===== src/rtl/gx_rst_seq.sv =====
// Reset sequencer for one 10GBASE-R transceiver channel and its TX PLL.
// Independent TX and RX state machines gate the PMA/PCS resets on synchronised status.
module gx_rst_seq #(
    parameter int unsigned PLL_PD_CYC  = 50,
    parameter int unsigned TX_LOCK_CYC = 1000,
    parameter int unsigned RX_ANA_CYC  = 2000,
    parameter int unsigned RX_LTD_CYC  = 250,
    parameter int unsigned SYNC_N      = 2
) (
    input  logic clk,
    input  logic rst_i,
    input  logic pll_locked_i,
    input  logic tx_cal_busy_i,
    input  logic rx_cal_busy_i,
    input  logic rx_is_lockedtodata_i,
    output logic pll_powerdown_o,
    output logic tx_analogreset_o,
    output logic tx_digitalreset_o,
    output logic rx_analogreset_o,
    output logic rx_digitalreset_o,
    output logic tx_ready_o,
    output logic rx_ready_o
);

    localparam int unsigned MAX_TX  = (PLL_PD_CYC > TX_LOCK_CYC) ? PLL_PD_CYC : TX_LOCK_CYC;
    localparam int unsigned MAX_RX  = (RX_ANA_CYC > RX_LTD_CYC) ? RX_ANA_CYC : RX_LTD_CYC;
    localparam int unsigned MAX_CYC = (MAX_TX > MAX_RX) ? MAX_TX : MAX_RX;
    localparam int unsigned CW      = $clog2(MAX_CYC + 1);
    localparam int unsigned NSTAT   = 4;

    typedef enum logic [1:0] {TX_PD, TX_ANA, TX_DIG, TX_RDY} tx_st_e;
    typedef enum logic [1:0] {RX_ANA, RX_LTD, RX_RDY} rx_st_e;

    // Saturating increment so a held condition never wraps back to zero.
    function automatic logic [CW-1:0] sat_inc(input logic [CW-1:0] v, input int unsigned lim);
        return (v >= CW'(lim)) ? CW'(lim) : v + CW'(1);
    endfunction

    logic [SYNC_N-1:0][NSTAT-1:0] sync_q;
    logic [NSTAT-1:0]             status_a;
    logic pll_locked_s, tx_cal_busy_s, rx_cal_busy_s, rx_is_lockedtodata_s;

    tx_st_e          tx_st, tx_nxt;
    rx_st_e          rx_st, rx_nxt;
    logic [CW-1:0]   tx_cnt, tx_run;
    logic [CW-1:0]   rx_cnt, rx_run;

    logic pll_powerdown_c, tx_analogreset_c, tx_digitalreset_c, tx_ready_c;
    logic rx_analogreset_c, rx_digitalreset_c, rx_ready_c;

    assign status_a = {rx_is_lockedtodata_i, rx_cal_busy_i, tx_cal_busy_i, pll_locked_i};
    assign {rx_is_lockedtodata_s, rx_cal_busy_s, tx_cal_busy_s, pll_locked_s} = sync_q[SYNC_N-1];

    // Status synchroniser chain
    always_ff @(posedge clk or posedge rst_i) begin
        if (rst_i) begin
            sync_q <= '0;
        end else begin
            sync_q <= {sync_q[SYNC_N-2:0], status_a};
        end
    end

    // State registers; counters clear on every state entry
    always_ff @(posedge clk or posedge rst_i) begin
        if (rst_i) begin
            tx_st  <= TX_PD;
            rx_st  <= RX_ANA;
            tx_cnt <= '0;
            rx_cnt <= '0;
        end else begin
            tx_st  <= tx_nxt;
            rx_st  <= rx_nxt;
            tx_cnt <= (tx_nxt != tx_st) ? '0 : tx_run;
            rx_cnt <= (rx_nxt != rx_st) ? '0 : rx_run;
        end
    end

    // TX next state: calibration re-entry takes priority over loss of lock
    always_comb begin
        tx_nxt = tx_st;
        tx_run = '0;
        case (tx_st)
            TX_PD: begin
                tx_run = sat_inc(tx_cnt, PLL_PD_CYC);
                if (tx_run >= CW'(PLL_PD_CYC)) tx_nxt = TX_ANA;
            end
            TX_ANA: begin
                if (!tx_cal_busy_s) tx_nxt = TX_DIG;
            end
            TX_DIG: begin
                tx_run = pll_locked_s ? sat_inc(tx_cnt, TX_LOCK_CYC) : '0;
                if (tx_run >= CW'(TX_LOCK_CYC) && !tx_cal_busy_s) tx_nxt = TX_RDY;
            end
            TX_RDY: begin
                if (tx_cal_busy_s)      tx_nxt = TX_ANA;
                else if (!pll_locked_s) tx_nxt = TX_DIG;
            end
            default: tx_nxt = TX_PD;
        endcase
    end

    // RX next state: the analog hold time elapses even while calibration is busy
    always_comb begin
        rx_nxt = rx_st;
        rx_run = '0;
        case (rx_st)
            RX_ANA: begin
                rx_run = sat_inc(rx_cnt, RX_ANA_CYC);
                if (rx_run >= CW'(RX_ANA_CYC) && !rx_cal_busy_s) rx_nxt = RX_LTD;
            end
            RX_LTD: begin
                rx_run = rx_is_lockedtodata_s ? sat_inc(rx_cnt, RX_LTD_CYC) : '0;
                if (rx_cal_busy_s)                   rx_nxt = RX_ANA;
                else if (rx_run >= CW'(RX_LTD_CYC))  rx_nxt = RX_RDY;
            end
            RX_RDY: begin
                if (rx_cal_busy_s)              rx_nxt = RX_ANA;
                else if (!rx_is_lockedtodata_s) rx_nxt = RX_LTD;
            end
            default: rx_nxt = RX_ANA;
        endcase
    end

    // Output decode from current state
    always_comb begin
        pll_powerdown_c   = 1'b0;
        tx_analogreset_c  = 1'b1;
        tx_digitalreset_c = 1'b1;
        tx_ready_c        = 1'b0;
        rx_analogreset_c  = 1'b1;
        rx_digitalreset_c = 1'b1;
        rx_ready_c        = 1'b0;
        case (tx_st)
            TX_PD:   pll_powerdown_c = 1'b1;
            TX_ANA:  tx_analogreset_c = 1'b1;
            TX_DIG:  tx_analogreset_c = 1'b0;
            TX_RDY: begin
                tx_analogreset_c  = 1'b0;
                tx_digitalreset_c = 1'b0;
                tx_ready_c        = 1'b1;
            end
            default: pll_powerdown_c = 1'b1;
        endcase
        case (rx_st)
            RX_ANA:  rx_analogreset_c = 1'b1;
            RX_LTD:  rx_analogreset_c = 1'b0;
            RX_RDY: begin
                rx_analogreset_c  = 1'b0;
                rx_digitalreset_c = 1'b0;
                rx_ready_c        = 1'b1;
            end
            default: rx_analogreset_c = 1'b1;
        endcase
    end

    // Registered outputs, one cycle behind the state
    always_ff @(posedge clk or posedge rst_i) begin
        if (rst_i) begin
            pll_powerdown_o   <= 1'b1;
            tx_analogreset_o  <= 1'b1;
            tx_digitalreset_o <= 1'b1;
            rx_analogreset_o  <= 1'b1;
            rx_digitalreset_o <= 1'b1;
            tx_ready_o        <= 1'b0;
            rx_ready_o        <= 1'b0;
        end else begin
            pll_powerdown_o   <= pll_powerdown_c;
            tx_analogreset_o  <= tx_analogreset_c;
            tx_digitalreset_o <= tx_digitalreset_c;
            rx_analogreset_o  <= rx_analogreset_c;
            rx_digitalreset_o <= rx_digitalreset_c;
            tx_ready_o        <= tx_ready_c;
            rx_ready_o        <= rx_ready_c;
        end
    end

endmodule

===== config.mk =====
export PLATFORM = sky130hd
export DESIGN_NAME = gx_rst_seq
export DESIGN_NICKNAME = d
export VERILOG_FILES = /design/src/rtl/gx_rst_seq.sv
export SDC_FILE = /design/constraint.sdc
export NUM_CORES = 1
export LEC_CHECK = 0
export CAP_MARGIN = 30
export CORE_AREA = 4 4 109 70
export CTS_CLUSTER_SIZE = 30
export DETAILED_ROUTE_END_ITERATION = 8
export DIE_AREA = 0 0 113 74
export HOLD_SLACK_MARGIN = 0.02
export PLACE_DENSITY_LB_ADDON = 0.12
export SYNTH_ARGS = -nofsm -noshare
export SYNTH_HDL_FRONTEND = slang
export SYNTH_SLANG_ARGS = --single-unit

===== constraint.sdc =====
create_clock -name clk -period 5.1 [get_ports clk]
set_input_delay 0.51 -clock clk [delete_from_list [all_inputs] [get_ports clk]]
set_output_delay 0.51 -clock clk [all_outputs]
set_load 0.01 [all_outputs]

# --- Yosys cells after proc, flatten, opt, wreduce, memory -nomap -nowiden ---
# Index checks and enable logic that the tools add are counted.
totals:
  word_cells: 67
  reg_bits: 41
  out_inout_bits: 7
  in_bits: 6
classes:
  n_addsub: 2
  magnitude_cmp: 8
  mux: 29
  eq_ne: 7
  n_reduce_logical: 8
ops:
  columns: ["cell", "count"]
  rows:
  - ["11-bit 2-to-1 mux", 8]
  - ["11-bit one-hot mux with 2 select lines", 2]
  - ["11-bit by 1-bit adder with 11-bit output (second input constant)", 2]
  - ["11-bit by 10-bit greater-or-equal comparator with 1-bit output (second input constant)", 2]
  - ["11-bit greater-or-equal comparator (second input constant)", 2]
  - ["11-bit by 6-bit greater-or-equal comparator with 1-bit output (second input constant)", 2]
  - ["11-bit by 8-bit greater-or-equal comparator with 1-bit output (second input constant)", 2]
  - ["2-bit 2-to-1 mux", 10]
  - ["2-bit one-hot mux with 4 select lines", 1]
  - ["1-bit 2-to-1 mux", 7]
  - ["2-bit == test (second input constant)", 3]
  - ["2-bit one-hot mux with 3 select lines", 1]
  - ["2-bit by 1-bit == test with 1-bit output (second input constant)", 2]
  - ["2-bit logical NOT", 2]
  - ["2-bit inequality test", 2]
  - ["2-bit OR reduction", 2]
  - ["1-bit logical AND", 2]
  - ["1-bit logical NOT", 2]

# --- Depth between registers and ports, before layout ---
# Gate-level depths: netlist of the first run.
logic_depth:
  ltp_word: 9
  ltp_mapped: 10

# --- Worst setup path after synthesis of the first run ---
# No wires, ideal clock.
synth_timing:
  path_kind: "register to register"
  start: "reg tx_cnt[0]"
  end: "reg tx_cnt[0]"
  n_path_buf: 0
  path_stages_with_launch: 9
  arrival_ns: 2.067
  path_slack_ns: 2.939
  required_ns: 5.006
  path_cell_list: "dfrtp_1 > inv_1 > ha_1 > or4_1 > a211oi_2 > nand2_2 > nor2_4 > a311oi_4 > a221oi_2"
synth_via:
  elab_chain_len: 9
  elab_cells_between_ends: 15
  cone_classes: "1 x add/sub; 4 x order compare; 1 x eq/ne; 8 x mux; 1 x reduce/logical"
synth_rtl:
  columns: ["element", "line", "rtl"]
  rows:
  - ["from (decl)", "45", "logic [CW-1:0] tx_cnt, tx_run;"]
  - ["from (signal assigned)", "73", "tx_cnt <= (tx_nxt != tx_st) ? '0 : tx_run;"]
  - ["11-bit by 1-bit adder with 11-bit output / 11-bit by 10-bit greater-or-equal comparator with 1-bit output (equally long branches)", "36", "return (v >= CW'(lim)) ? CW'(lim) : v + CW'(1);"]
  - ["11-bit 2-to-1 mux", "36", null]
  - ["11-bit 2-to-1 mux", "91", "tx_run = pll_locked_s ? sat_inc(tx_cnt, TX_LOCK_CYC) : '0;"]
  - ["11-bit by 10-bit greater-or-equal comparator with 1-bit output", "92", "if (tx_run >= CW'(TX_LOCK_CYC) && !tx_cal_busy_s) tx_nxt = TX_RDY;"]
  - ["1-bit logical AND", "92", null]
  - ["2-bit 2-to-1 mux", "92", null]
  - ["2-bit one-hot mux with 4 select lines", "82", "case (tx_st)"]
  - ["2-bit inequality test", "73", null]
  - ["11-bit 2-to-1 mux (*)", "73", null]
# Every way passes the cells marked *; elsewhere a longest branch is shown, timed or not.

# --- Worst setup path after layout of the first run ---
layout_timing:
  start: "reg rx_cnt[3]"
  end: "reg rx_cnt[0]"
layout_via:
  elab_chain_len: 9
  elab_cells_between_ends: 16
  cone_classes: "1 x add/sub; 4 x order compare; 1 x eq/ne; 9 x mux; 1 x reduce/logical"
layout_rtl:
  columns: ["element", "line", "rtl"]
  rows:
  - ["from (decl)", "46", "logic [CW-1:0] rx_cnt, rx_run;"]
  - ["from (signal assigned)", "74", "rx_cnt <= (rx_nxt != rx_st) ? '0 : rx_run;"]
  - ["11-bit by 1-bit adder with 11-bit output / 11-bit by 8-bit greater-or-equal comparator with 1-bit output (equally long branches)", "36", null]
  - ["11-bit 2-to-1 mux", "36", null]
  - ["11-bit 2-to-1 mux", "112", "rx_run = rx_is_lockedtodata_s ? sat_inc(rx_cnt, RX_LTD_CYC) : '0;"]
  - ["11-bit by 8-bit greater-or-equal comparator with 1-bit output", "114", "else if (rx_run >= CW'(RX_LTD_CYC)) rx_nxt = RX_RDY;"]
  - ["2-bit 2-to-1 mux", "114", null]
  - ["2-bit 2-to-1 mux", "113", "if (rx_cal_busy_s) rx_nxt = RX_ANA;"]
  - ["2-bit one-hot mux with 3 select lines", "106", "case (rx_st)"]
  - ["2-bit inequality test", "74", null]
  - ["11-bit 2-to-1 mux (*)", "74", null]
# Marks and branches as above.

==> impl_metrics.ini, run 1 <==
[grt]
grt_use_total_pct = 14.9
grt_overflow = 0
grt_pass1_vias = 1841
antenna_found_initial = 0
grt_pass1_wl_mm = 9.87
grt_start_max_net_pins = 42

[critical_path]
r2r_slack_ns = 2.41
cp-start-kind = register
critPathMaxFanout = 11
cp-startpoint = rx_cnt[3]$_DFF_PP0_
crit_slowest_cell = o31ai_1
cp.arrival_ns = 2.87
crit_family = compound AO/OA/AOI/OAI gates
critPathCaptureType = register
required_ns = 5.29
path_class = reg -> reg
slowest_delay_ns = 0.73
path_cells = nand3_1 -> o31ai_1 -> o21bai_1 -> o22a_1 -> and4b_1
r2r_start = rx_cnt[3]$_DFF_PP0_
critPathBufInv = 0

[floorplanning]
die-area_sq_um = 8360
die_w_um = 113
io_pins = 13
die_h_um = 74
rows = 23
core-area_sq_um = 6530
initial_core_util_pct = 39.5

[power]
p_sw_w = 0.000307
swShare_pct = 32.9
irDropWorstVdd_mv = 0.199
power_density_nw_per_um2 = 327
p_clk_share_pct = 27.9
pwr-share-seq_pct = 46.7
combPwrFrac_pct = 25.4
p_int_w = 0.000626
leakage_nw = 1.20

[logic_synthesis]
synthArstFlopShare_pct = 100
ys_warn_count = 0
ys_ff_latch = 41
synth_cell_types = 73
synth.area.top_cells = dfrtp_1 (35%), dfstp_2 (5.1%), nand2_1 (4.5%)
synth_flop_cell = dfrtp_1
ys_seq_area_share_pct = 40.0
muxShareOfSynthArea_pct = 0.776
synth_compound_area_share_pct = 24.0
yosysTopAreaCell = dfrtp_1
synth.net_count = 303
syn-cell-area_sq_um = 2580
synth_cells = 289
synth-xor-area-share_pct = 2.72
synth-simple-area-share_pct = 23.5
syn_area_per_cell_sq_um = 8.92
synth_edf_count = 0
synth_top_family_by_area = compound AO/OA/AOI/OAI gates
yosysTopAreaCellShare_pct = 34.9
synthAdderAreaFrac_pct = 3.88

[layout]
instances_no_fill = 382
final_cell_mix = dfrtp_1 (36), nand2_1 (31), nor2_1 (25)
nets = 308
layout-drive-gt1-share_pct = 8.81
antenna_cells = 0
final_common_cell = dfrtp_1
area_growth_pct = 10.8
fillCellCount = 620

[placed_design]
dp.cells = 374
port_buffers = 12
routabilityCongestion = 0.858
hpwlAfterDp_mm = 4.37

[routing]
dr_wl_met2_mm = 2.02
route.met3.wl_um = 323
first_iter_violations = 166
drc = 0
met1_length_mm = 3.52
post_drt_via_cell_ratio = 5.60
wl_mm = 5.92
drt_first_pass_iters = 4
highest_layer = met4
detail_route.wl_per_cell_um = 15.5
ant_nets = 0
route.vias.total = 2139

[cts]
cts_setup_buffers = 0
cts_sinks = 41
ctsResizeCount = 0
hold_buffers = 0
root_buffer = clkbuf_8
ctsHtreeMaxLevel = 2
cts_buffer_depth = 2
clkLatencyLatePin_ns = 0.30
cts_tree = built
cts_buffers = 5
clk_pin_slew_ns = 0.09

[min_path]
hp-class = reg -> reg
min_from = sync_q[0]$_DFF_PP0_

[timing]
worstMarginPinSlew_ns = 0.921
setup_viol = 0
finalCritPeriodShare_pct = 52.7
hold_violations = 0
maxSlewViolCount = 0
rsz0062_at_grt = false
relSlewSlack_pct = 38.6
layout_min_cycle_time_ns = 2.69
fin_skew_ns = 0.0121
clock.fmax_ghz = 0.372
setup_tns_ns = 0

[flow_run]
cap_violations = 0

[run_status]
outcome = complete, no violations
-- cell usage after synthesis (all sizes together), types with 2 or more instances --
library cell and count:
inv 15, nand2b 4, nand2 32, o21bai 3
o221ai 2, nand3 9, mux2i 2, buf 8
o31ai 5, o21ai 12, dfrtp 36, o2bb2ai 2
nor3b 2, nor2b 3, nor4 2, xor2 3
and4b 2, nand4 4, nand3b 2, a2111oi 2
o21a 2, a311oi 3, clkbuf 7, dfstp 5
nor2 26, a21o 3, and3 3, and4 3
and2 4, o31a 2, a41oi 2, ha 8
nor3 14, a22oi 2, xnor2 5, a221oi 2
or4 2, a31oi 5, a21oi 19
-- flip-flops by register name, summed over array words and instances (netlist names) --
| name | cells |
|---|---|
| tx_cnt | 11 |
| pll_powerdown_o | 1 |
| rx_digitalreset_o | 1 |
| rx_analogreset_o | 1 |
| rx_st | 2 |
| rx_cal_busy_s | 1 |
| rx_cnt | 11 |
| tx_ready_o | 1 |
| tx_digitalreset_o | 1 |
| tx_analogreset_o | 1 |
| pll_locked_s | 1 |
| sync_q | 5 |
| rx_is_lockedtodata_s | 1 |
| rx_ready_o | 1 |
| tx_st | 2 |
-- power by group through the flow --
stage	registers (W)	clock network, W	logic [W]
final	0.000436	0.000260	0.000237
after global routing	0.000444	0.000283	0.000261
after CTS	0.000435	0.000269	0.000237
after detailed placement	0.000440	0	0.000235
after global placement	0.000444	0	0.000240
after floorplan	0.000417	0	0.000182
-- path summary, 6_finish.rpt --
| path | to | depth (start not counted) |
|---|---|---|
| worst max-delay path | rx_cnt[0]$_DFF_PP0_ | 5 |
| worst min-delay path | pll_locked_s$_DFF_PP0_ | 0 |
| worst max register to register | rx_cnt[0]$_DFF_PP0_ | 5 |
| worst min register to register | pll_locked_s$_DFF_PP0_ | 0 |
| max in group asynchronous | rx_digitalreset_o$_DFF_PP1_ | 3 |
| min in group asynchronous | tx_cnt[2]$_DFF_PP0_ | 3 |
-- per-layer routing --
layer / vias to the layer above / global-route usage, %
li1: 1069 / -
met3: 7 / 3.66
met1: 1005 / 25.4
met5: - / 0
met4: 0 / 3.73
met2: 58 / 17.5
-- worst reg2reg max path, cell delays in order (launching register included) --
cell      delay, ns
dfrtp_1        0.50
nand3_1        0.34
o31ai_1        0.73
o21bai_1       0.28
o22a_1         0.48
and4b_1        0.25
-- area by class of cell --
cell class	instances	area (sq um)	share of cell area (%)
clock inverters	2	38.8	1.36
multi-input cells	218	1420	49.7
flip-flops and latches	41	1030	36.1
inverters	15	56.3	1.97
repair buffers	13	128	4.47
well taps	87	109	3.81
clock buffers	6	72.6	2.54
-- logic make-up after synthesis --
kind of cell             Yosys count
other                              1
flip-flops                        41
adder cells (fa/ha/maj)            8
XOR/XNOR                           8
buffers and inverters             30
AO/OA/AOI/OAI                     83
multiplexers                       2
AND/OR/NAND/NOR                  116
-- per-stage QoR --
step	setup WS (ns)	util, %	instance area (sq um)	power (W)	hold slack [ns]
finish	2.41	43.7	2860	0.000933	0.343
global route	2.21	43.7	2860	0.000988	0.357
CTS	2.41	43.7	2860	0.000941	0.353
detailed placement	2.47	42.0	2750	0.000675	0.336
global placement	2.46	42.0	2750	0.000684	0.338
floorplan	2.94	-	2580	0.000599	0.331
Note: power is estimated with default switching activity, not from simulation.
==> run 2: changes to the inputs <==
clock period = 2.35 ns   (was 5.1 ns; I/O delays follow)
==> impl_metrics.ini, run 2 (synthesized netlist as in run 1, its figures left out) <==
[routing]
post_drt_via_cell_ratio = 5.58
ant_nets = 0
wl_mm = 6.41
route.vias.total = 2298
detail_route.wl_per_cell_um = 15.6
drt_first_pass_iters = 5
drc = 0
first_iter_violations = 275

[power]
irDropWorstVdd_mv = 0.503
leakage_nw = 1.32
power_density_nw_per_um2 = 668

[critical_path]
crit_slowest_cell = or4_1
required_ns = 2.56
path_class = reg -> reg
crit_family = simple AND/OR/NAND/NOR gates
cp-start-kind = register
cp.arrival_ns = 2.44
slowest_delay_ns = 0.52
path_cells = ha_1 -> or4_1 -> a211oi_4 -> nand2_2 -> nor2_4 -> a311oi_2 -> a221oi_2
critPathCaptureType = register
critPathMaxFanout = 8
r2r_slack_ns = 0.11
critPathBufInv = 0

[cts]
cts_buffers = 5
root_buffer = clkbuf_8
cts_buffer_depth = 2
clk_pin_slew_ns = 0.08
cts_sinks = 41
cts_tree = built
clkLatencyLatePin_ns = 0.30
ctsHtreeMaxLevel = 2
hold_buffers = 0

[timing]
hold_violations = 0
setup_tns_ns = 0
worstMarginPinSlew_ns = 0.512
rsz0062_at_grt = false
maxSlewViolCount = 0
relSlewSlack_pct = 65.8
clock.fmax_ghz = 0.447
finalCritPeriodShare_pct = 95.2
layout_min_cycle_time_ns = 2.24
fin_skew_ns = 0.00966
setup_viol = 0

[layout]
final_common_cell = dfrtp_1
layout-drive-gt1-share_pct = 18.2
final_cell_mix = dfrtp_1 (34), nand2_1 (31), buf_4 (30)
regArea_sq_um = 1030
instances_no_fill = 412
multi_input_area_sq_um = 1440
antenna_cells = 0
reg.largest.list = rx_cnt: 11 flops, tx_cnt: 11 flops, sync_q: 5 flops
nets = 338
area_growth_pct = 19.1
fillCellCount = 634

[floorplanning]
core-area_sq_um = 6530
io_pins = 13
initial_core_util_pct = 39.5
die_w_um = 113
die_h_um = 74
rows = 23
die-area_sq_um = 8360

[placed_design]
port_buffers = 12
routabilityCongestion = 0.845
hpwlAfterDp_mm = 4.73
dp.cells = 401

[grt]
grt_start_max_net_pins = 42
grt_pass1_wl_mm = 10.5
grt_overflow = 0
grt_pass1_vias = 1996
antenna_found_initial = 0
grt_use_total_pct = 16.1

[flow_run]
cap_violations = 0

[min_path]
hp-class = reg -> reg

[run_status]
outcome = complete, no violations
-- run 2: changes by cell type in the layout (fill, tap and decap cells not counted), sizes merged --
cell,previous run,this run
buf,1,30
a311oi,3,4
bufinv,1,0
clkinv,1,2
-- run 2: path summary, 6_finish.rpt --
check | end | cells past startpoint | startpoint
worst max register to register | tx_cnt[0]$_DFF_PP0_ | 7 | tx_cnt[1]$_DFF_PP0_
min in group asynchronous | tx_ready_o$_DFF_PP0_ | 3 | rst_i
worst min register to register | sync_q[5]$_DFF_PP0_ | 0 | sync_q[1]$_DFF_PP0_
worst max-delay path | tx_cnt[0]$_DFF_PP0_ | 7 | tx_cnt[1]$_DFF_PP0_
max in group asynchronous | rx_analogreset_o$_DFF_PP1_ | 3 | rst_i
worst min-delay path | sync_q[5]$_DFF_PP0_ | 0 | sync_q[1]$_DFF_PP0_
-- run 2: repair_timing --
item,4_1_cts,5_1_grt
setup endpoints to repair,0,17
buffers inserted,0,2
resized for setup,0,5
-- run 2: metrics by stage --
step	worst slack (ns)	util, %	hold WS [ns]	power, W	instance area, sq um
final	0.113	47.0	0.340	0.00205	3070
after global routing	0.0141	47.0	0.345	0.00217	3070
after CTS	0.0248	46.4	0.347	0.00201	3030
after detailed placement	0.0420	45.1	0.335	0.00155	2950
after global placement	0.0559	45.1	0.334	0.00155	2950
after floorplan	0.189	-	0.266	0.00130	2580
-- run 2: layout make-up --
| cell class | count | area share [%] |
|---|---|---|
| inverters | 15 | 1.83 |
| multi-input cells | 219 | 47.0 |
| clock inverters | 2 | 0.326 |
| well taps | 87 | 3.54 |
| flip-flops and latches | 41 | 33.7 |
| repair buffers | 42 | 11.2 |
| clock buffers | 6 | 2.36 |
-- run 2: where the power goes --
part | leakage (nW) | switching (W) | total, W | internal (W)
Sequential | 0.507 | 0.000115 | 0.000932 | 0.000817
Clock | 0.0450 | 0.000251 | 0.000457 | 0.000206
Combinational | 0.763 | 0.000358 | 0.000661 | 0.000304
Total | 1.32 | 0.000724 | 0.00205 | 0.00133
-- run 2: routing by layer --
layer | part of all wire [%] | track usage, % | vias to the layer above
met2 | 35 | 18.8 | 76
li1 | - | - | 1133
met3 | 7.9 | 4.63 | 6
met4 | 0.89 | 4.40 | 0
met1 | 56 | 27.1 | 1083
met5 | 0 | 0 | -
==> run 3: changes to the inputs <==
CAP_MARGIN = default   (was 30)
==> results of run 3 <==
Final layout, timing and power as in run 2 (identical DEF).
